$ cat src/rtl/fdiv_meter_pkg.sv
// Shared types and default widths for the divider-output frequency meter.
package fdiv_meter_pkg;

    localparam int DEF_CNT_WIDTH  = 16;
    localparam int DEF_GATE_WIDTH = 16;

    typedef enum logic [1:0] {
        ST_IDLE  = 2'd0,
        ST_COUNT = 2'd1,
        ST_DONE  = 2'd2
    } meter_state_e;

endpackage

$ cat src/rtl/fdiv_edge_sync.sv
// Two-flop synchroniser for the asynchronous divider output, plus a third
// flop that turns each synchronised rising edge into a one-cycle pulse.
module fdiv_edge_sync (
    input  logic clk,
    input  logic rst_n,
    input  logic async_in,
    output logic rise_pulse
);

    logic sync1_q;
    logic sync2_q;
    logic sync3_q;

    // Reset to 0 so a level already high at release yields at most one pulse.
    always_ff @(posedge clk or negedge rst_n) begin
        if (!rst_n) begin
            sync1_q <= 1'b0;
            sync2_q <= 1'b0;
            sync3_q <= 1'b0;
        end else begin
            sync1_q <= async_in;
            sync2_q <= sync1_q;
            sync3_q <= sync2_q;
        end
    end

    assign rise_pulse = sync2_q & ~sync3_q;

endmodule

$ cat src/rtl/fdiv_freq_meter.sv
// Counts rising edges of a divider output over a gate window of gate_len
// clk cycles and reports a saturating count with a sticky overflow flag.
//
//   state    | meaning
//   ---------+-------------------------------------------------------------
//   ST_IDLE  | waiting for start; last result held on count/overflow
//   ST_COUNT | gate window open, one cycle per gate_cnt decrement
//   ST_DONE  | result valid, done pulses for this single cycle
module fdiv_freq_meter
    import fdiv_meter_pkg::*;
#(
    parameter int CNT_WIDTH  = DEF_CNT_WIDTH,
    parameter int GATE_WIDTH = DEF_GATE_WIDTH
) (
    input  logic                  clk,
    input  logic                  rst_n,
    input  logic                  fdiv_in,
    input  logic                  start,
    input  logic [GATE_WIDTH-1:0] gate_len,
    output logic                  busy,
    output logic                  done,
    output logic [CNT_WIDTH-1:0]  count,
    output logic                  overflow
);

    logic                  edge_pulse;
    meter_state_e          state_q;
    logic [GATE_WIDTH-1:0] gate_cnt_q;
    logic [CNT_WIDTH-1:0]  count_q;
    logic [CNT_WIDTH-1:0]  count_d;
    logic                  overflow_q;
    logic                  overflow_d;
    logic                  busy_q;
    logic                  done_q;

    fdiv_edge_sync u_edge_sync (
        .clk        (clk),
        .rst_n      (rst_n),
        .async_in   (fdiv_in),
        .rise_pulse (edge_pulse)
    );

    // Saturating edge accumulation; an edge that cannot be counted sets overflow.
    always_comb begin
        count_d    = count_q;
        overflow_d = overflow_q;
        if (edge_pulse) begin
            if (&count_q) begin
                overflow_d = 1'b1;
            end else begin
                count_d = count_q + CNT_WIDTH'(1);
            end
        end
    end

    always_ff @(posedge clk or negedge rst_n) begin
        if (!rst_n) begin
            state_q    <= ST_IDLE;
            gate_cnt_q <= '0;
            count_q    <= '0;
            overflow_q <= 1'b0;
            busy_q     <= 1'b0;
            done_q     <= 1'b0;
        end else begin
            done_q <= 1'b0;
            case (state_q)
                ST_IDLE: begin
                    if (start) begin
                        gate_cnt_q <= gate_len;
                        count_q    <= '0;
                        overflow_q <= 1'b0;
                        busy_q     <= 1'b1;
                        if (gate_len == '0) begin
                            state_q <= ST_DONE;
                            done_q  <= 1'b1;
                        end else begin
                            state_q <= ST_COUNT;
                        end
                    end
                end
                ST_COUNT: begin
                    gate_cnt_q <= gate_cnt_q - GATE_WIDTH'(1);
                    count_q    <= count_d;
                    overflow_q <= overflow_d;
                    // Last window cycle still accepts an edge before closing.
                    if (gate_cnt_q <= GATE_WIDTH'(1)) begin
                        state_q <= ST_DONE;
                        done_q  <= 1'b1;
                    end
                end
                ST_DONE: begin
                    state_q <= ST_IDLE;
                    busy_q  <= 1'b0;
                end
                default: begin
                    state_q <= ST_IDLE;
                    busy_q  <= 1'b0;
                end
            endcase
        end
    end

    assign busy     = busy_q;
    assign done     = done_q;
    assign count    = count_q;
    assign overflow = overflow_q;

endmodule

$ cat config.mk
export PLATFORM = sky130hd
export DESIGN_NAME = fdiv_freq_meter
export DESIGN_NICKNAME = d
export VERILOG_FILES = /design/src/rtl/fdiv_meter_pkg.sv /design/src/rtl/fdiv_edge_sync.sv /design/src/rtl/fdiv_freq_meter.sv
export SDC_FILE = /design/constraint.sdc
export NUM_CORES = 1
export LEC_CHECK = 0
export BUFFER_PORTS_ARGS = -buffer_cell sky130_fd_sc_hd__buf_4
export CAP_MARGIN = 40
export CORE_MARGIN = 5
export CORE_UTILIZATION = 38
export DETAILED_ROUTE_END_ITERATION = 10
export SYNTH_ARGS = -nofsm -noshare
export SYNTH_HDL_FRONTEND = slang
export SYNTH_SLANG_ARGS = --single-unit
$ cat constraint.sdc
create_clock -name clk -period 1.9 [get_ports clk]
set_input_delay 0.38 -clock clk [delete_from_list [all_inputs] [get_ports clk]]
set_output_delay 0.38 -clock clk [all_outputs]
set_load 0.01 [all_outputs]
==> metrics.txt <==
status=finished clean; cell-internal power=0.002003 W; Post-Syn Area per Cell=9.354 µm²; Worst-Margin Slew=0.5160 ns; largest net degree at the start of global routing=41; Post-Route WL=6227 µm; Ys Warns=0; TritonCTS clock tree=yes; final slew viol count=0; clock sink total=40; Max-cap violations=0; NumNets Final=337; DRC viols=0; Filler cells=581; cell count after synthesis=248; layout cells sized above 1=0.2921; Worst setup EP type=register; WP data arrival=2.04 ns; net switching power=0.001154 W; drt pass-1 iters=4; Power Density=1054 nW/µm²; crit-path cells=buf_4 > nand3b_1 > nor3_2 > buf_4 > a21oi_1 > o21ai_0; Clk Latency, worst-skew pair=0.30 ns; RSZ-0062 raised after global routing=no; min Tclk post-route=1.838 ns; total grt overflow=0; Via density=5.610; Synth area leaders=dfrtp_1 43%, nand2_1 4.5%, mux2i_1 3.5%, nor4_1 3.0%, a21oi_1 2.6%; total leakage power=1.322 nW; Synth cell types=58; Slowest cell on crit path=nor3_2; worst hold path class=input port to async pin; max layer used=met4; post-synth top area share=0.4315; FP Rows=28; register area share after synthesis=0.4315; number of global-route vias before repair=2,179; met1 WL=2847 µm; area leader, netlist=dfrtp_1; Post-Place Cell Area=2894 µm²; Antenna Cells=0; GPL Wtd Cong=0.8362; relative slew slack=0.6560; global-route wire length before repair=10,510 µm; crit start category=register; post-route setup TNS=0 ns; post-route ant nets=0; Post-synth ARST share=1.000; Clock transition at path regs=0.08 ns; final critical-path share of the clock period=0.9673; count of final hold-check violations=0; setup repair bufs after CTS=0; Place WS=0.02701 ns; Die Wd=88.13 µm; DR WL met2=3001 µm; Synth Net Count=271; Worst VDD drop=0.0005183 V; critical path peak fanout=6; Flop pwr share=0.421; Core Box Area=5921 µm²; Initial Util=0.3918; Ports=39; H-tree depth=2; die height=88.13 µm; cts bufs inserted=5; initial antenna violation count=0; Top FF cell, synth=dfrtp_1; Port Buffers=38; final setup margin=0.06217 ns; CTS root buf=clkbuf_8; Setup Skew=0.007358 ns; Mapped Area=2320 µm²; Routed wire per std cell=15.97 µm; switching portion of total power=0.3656; CP Data Required Time=2.10 ns; clock share of power=0.193; most frequent CP cell=buf_4; Max Root-Sink Buffers=2; Final Instance Area=2995 µm²; EDFF count, synth=0; Seq cells post-synth=40; DP HPWL=4700 µm; Initial DRC Count=85; total track usage=0.1718; Die Area=7767 µm²; fmax=0.5441 GHz; WS Path Type=register to register; Synth-to-Final Area Change=29.13%; final setup fails=0; routed wl met3=338 µm; Crit path largest cell delay=0.43 ns; Power, Total=0.003158 W; routed vias=2,188; combinational group share of total power=0.386
## layout make-up
type / instances / area [µm²] / share of cell area
Timing Repair Buffer: 72 / 540.5 / 0.1805
Sequential cell: 40 / 1001 / 0.3342
Tap cell: 75 / 93.84 / 0.03133
Clock buffer: 8 / 90.09 / 0.03008
Multi-Input combinational cell: 189 / 1247 / 0.4165
Inverter: 6 / 22.52 / 0.007519
## layout by cell type, fill, tap and decap left out, drive strengths merged, types with 3 or more instances in the layout
cell    count
a211oi      7
a21oi      12
and2b       3
buf        72
clkbuf      8
dfrtp      40
ha          3
inv         6
mux2i       8
nand2      28
nand2b      8
nand3       9
nand4       7
nor2       13
nor3        7
nor3b       3
nor4       12
o211ai      4
o21ai      11
o22ai       3
o311ai      4
or3         6
## critical path: cells and delay by family, from the launching register on
family	cells	cell delay [ns]
DFF	1	0.39
and+or+nand+nor	2	0.66
buffers and inverters	2	0.38
AOI/OAI and AO/OA	2	0.30
## worst paths after layout
path                                                from                             to  slack, ns  cells after the start
setup / recovery                  state_q[1]$_DFFE_PN0P_           count[3]$_DFFE_PN0P_       0.06                      6
hold / removal                                     rst_n           count[8]$_DFFE_PN0P_       0.05                      1
setup reg to reg                  state_q[1]$_DFFE_PN0P_           count[3]$_DFFE_PN0P_       0.06                      6
hold reg to reg            u_edge_sync.sync1_q$_DFF_PN0_  u_edge_sync.sync2_q$_DFF_PN0_       0.36                      0
max in group asynchronous                          rst_n     gate_cnt_q[10]$_DFFE_PN0P_       1.49                      1
min in group clk                                 fdiv_in  u_edge_sync.sync1_q$_DFF_PN0_       0.18                      1
## cells by family after synthesis
| group | share of synthesized area |
|---|---|
| compound gates | 0.2001 |
| fa+ha+maj | 0.01618 |
| buf+inv | 0.03559 |
| flops | 0.4315 |
| mux | 0.03938 |
| simple gates | 0.2772 |
## registers in the layout, indices dropped and copies added (netlist names)
name and flops:
count 16, gate_cnt_q 16, state_q 2, busy 1, done 1, overflow 1, u_edge_sync.sync1_q 1, u_edge_sync.sync2_q 1
u_edge_sync.sync3_q 1
## per-layer routing
metal  vias to the layer above  track usage
met5                         -            0
met4                         0      0.04258
met3                         4      0.03104
met2                        57       0.2808
met1                      1043       0.2366
li1                       1084            -
## stage by stage
step,util,std cells,hold WS [ns]
finish,0.5059,390,0.05228
global route,0.5059,390,0.1062
CTS,0.5040,390,0.07323
detailed placement,0.4888,382,0.3347
global placement,0.4888,382,0.3344
floorplan,-,248,0.08441
## cells in the mapped netlist, types with 3 or more instances
| cell type | count |
|---|---|
| a211oi_1 | 6 |
| a21oi_1 | 12 |
| and2b_1 | 3 |
| buf_2 | 3 |
| clkbuf_1 | 8 |
| dfrtp_1 | 40 |
| ha_1 | 3 |
| inv_1 | 6 |
| mux2i_1 | 8 |
| nand2_1 | 28 |
| nand2b_1 | 8 |
| nand3_1 | 9 |
| nand4_1 | 7 |
| nor2_1 | 13 |
| nor3_1 | 6 |
| nor4_1 | 11 |
| o211ai_1 | 4 |
| o21ai_0 | 11 |
| o22ai_1 | 3 |
| o311ai_0 | 4 |
| or3_1 | 6 |
## timing repair
item                                    CTS  global route
resized for setup                         0             5
hold buffers                              0             0
endpoints found under the setup margin    0             6
## power by group through the flow
stage               Sequential, W  Clock [W]  Combinational, W
floorplan                 0.00137          0          0.000620
global placement          0.00134          0           0.00118
detailed placement        0.00134          0           0.00121
CTS                       0.00133   0.000625           0.00121
global route              0.00137   0.000649           0.00136
finish                    0.00133   0.000611           0.00122
Power figures use the tool's default switching activity.
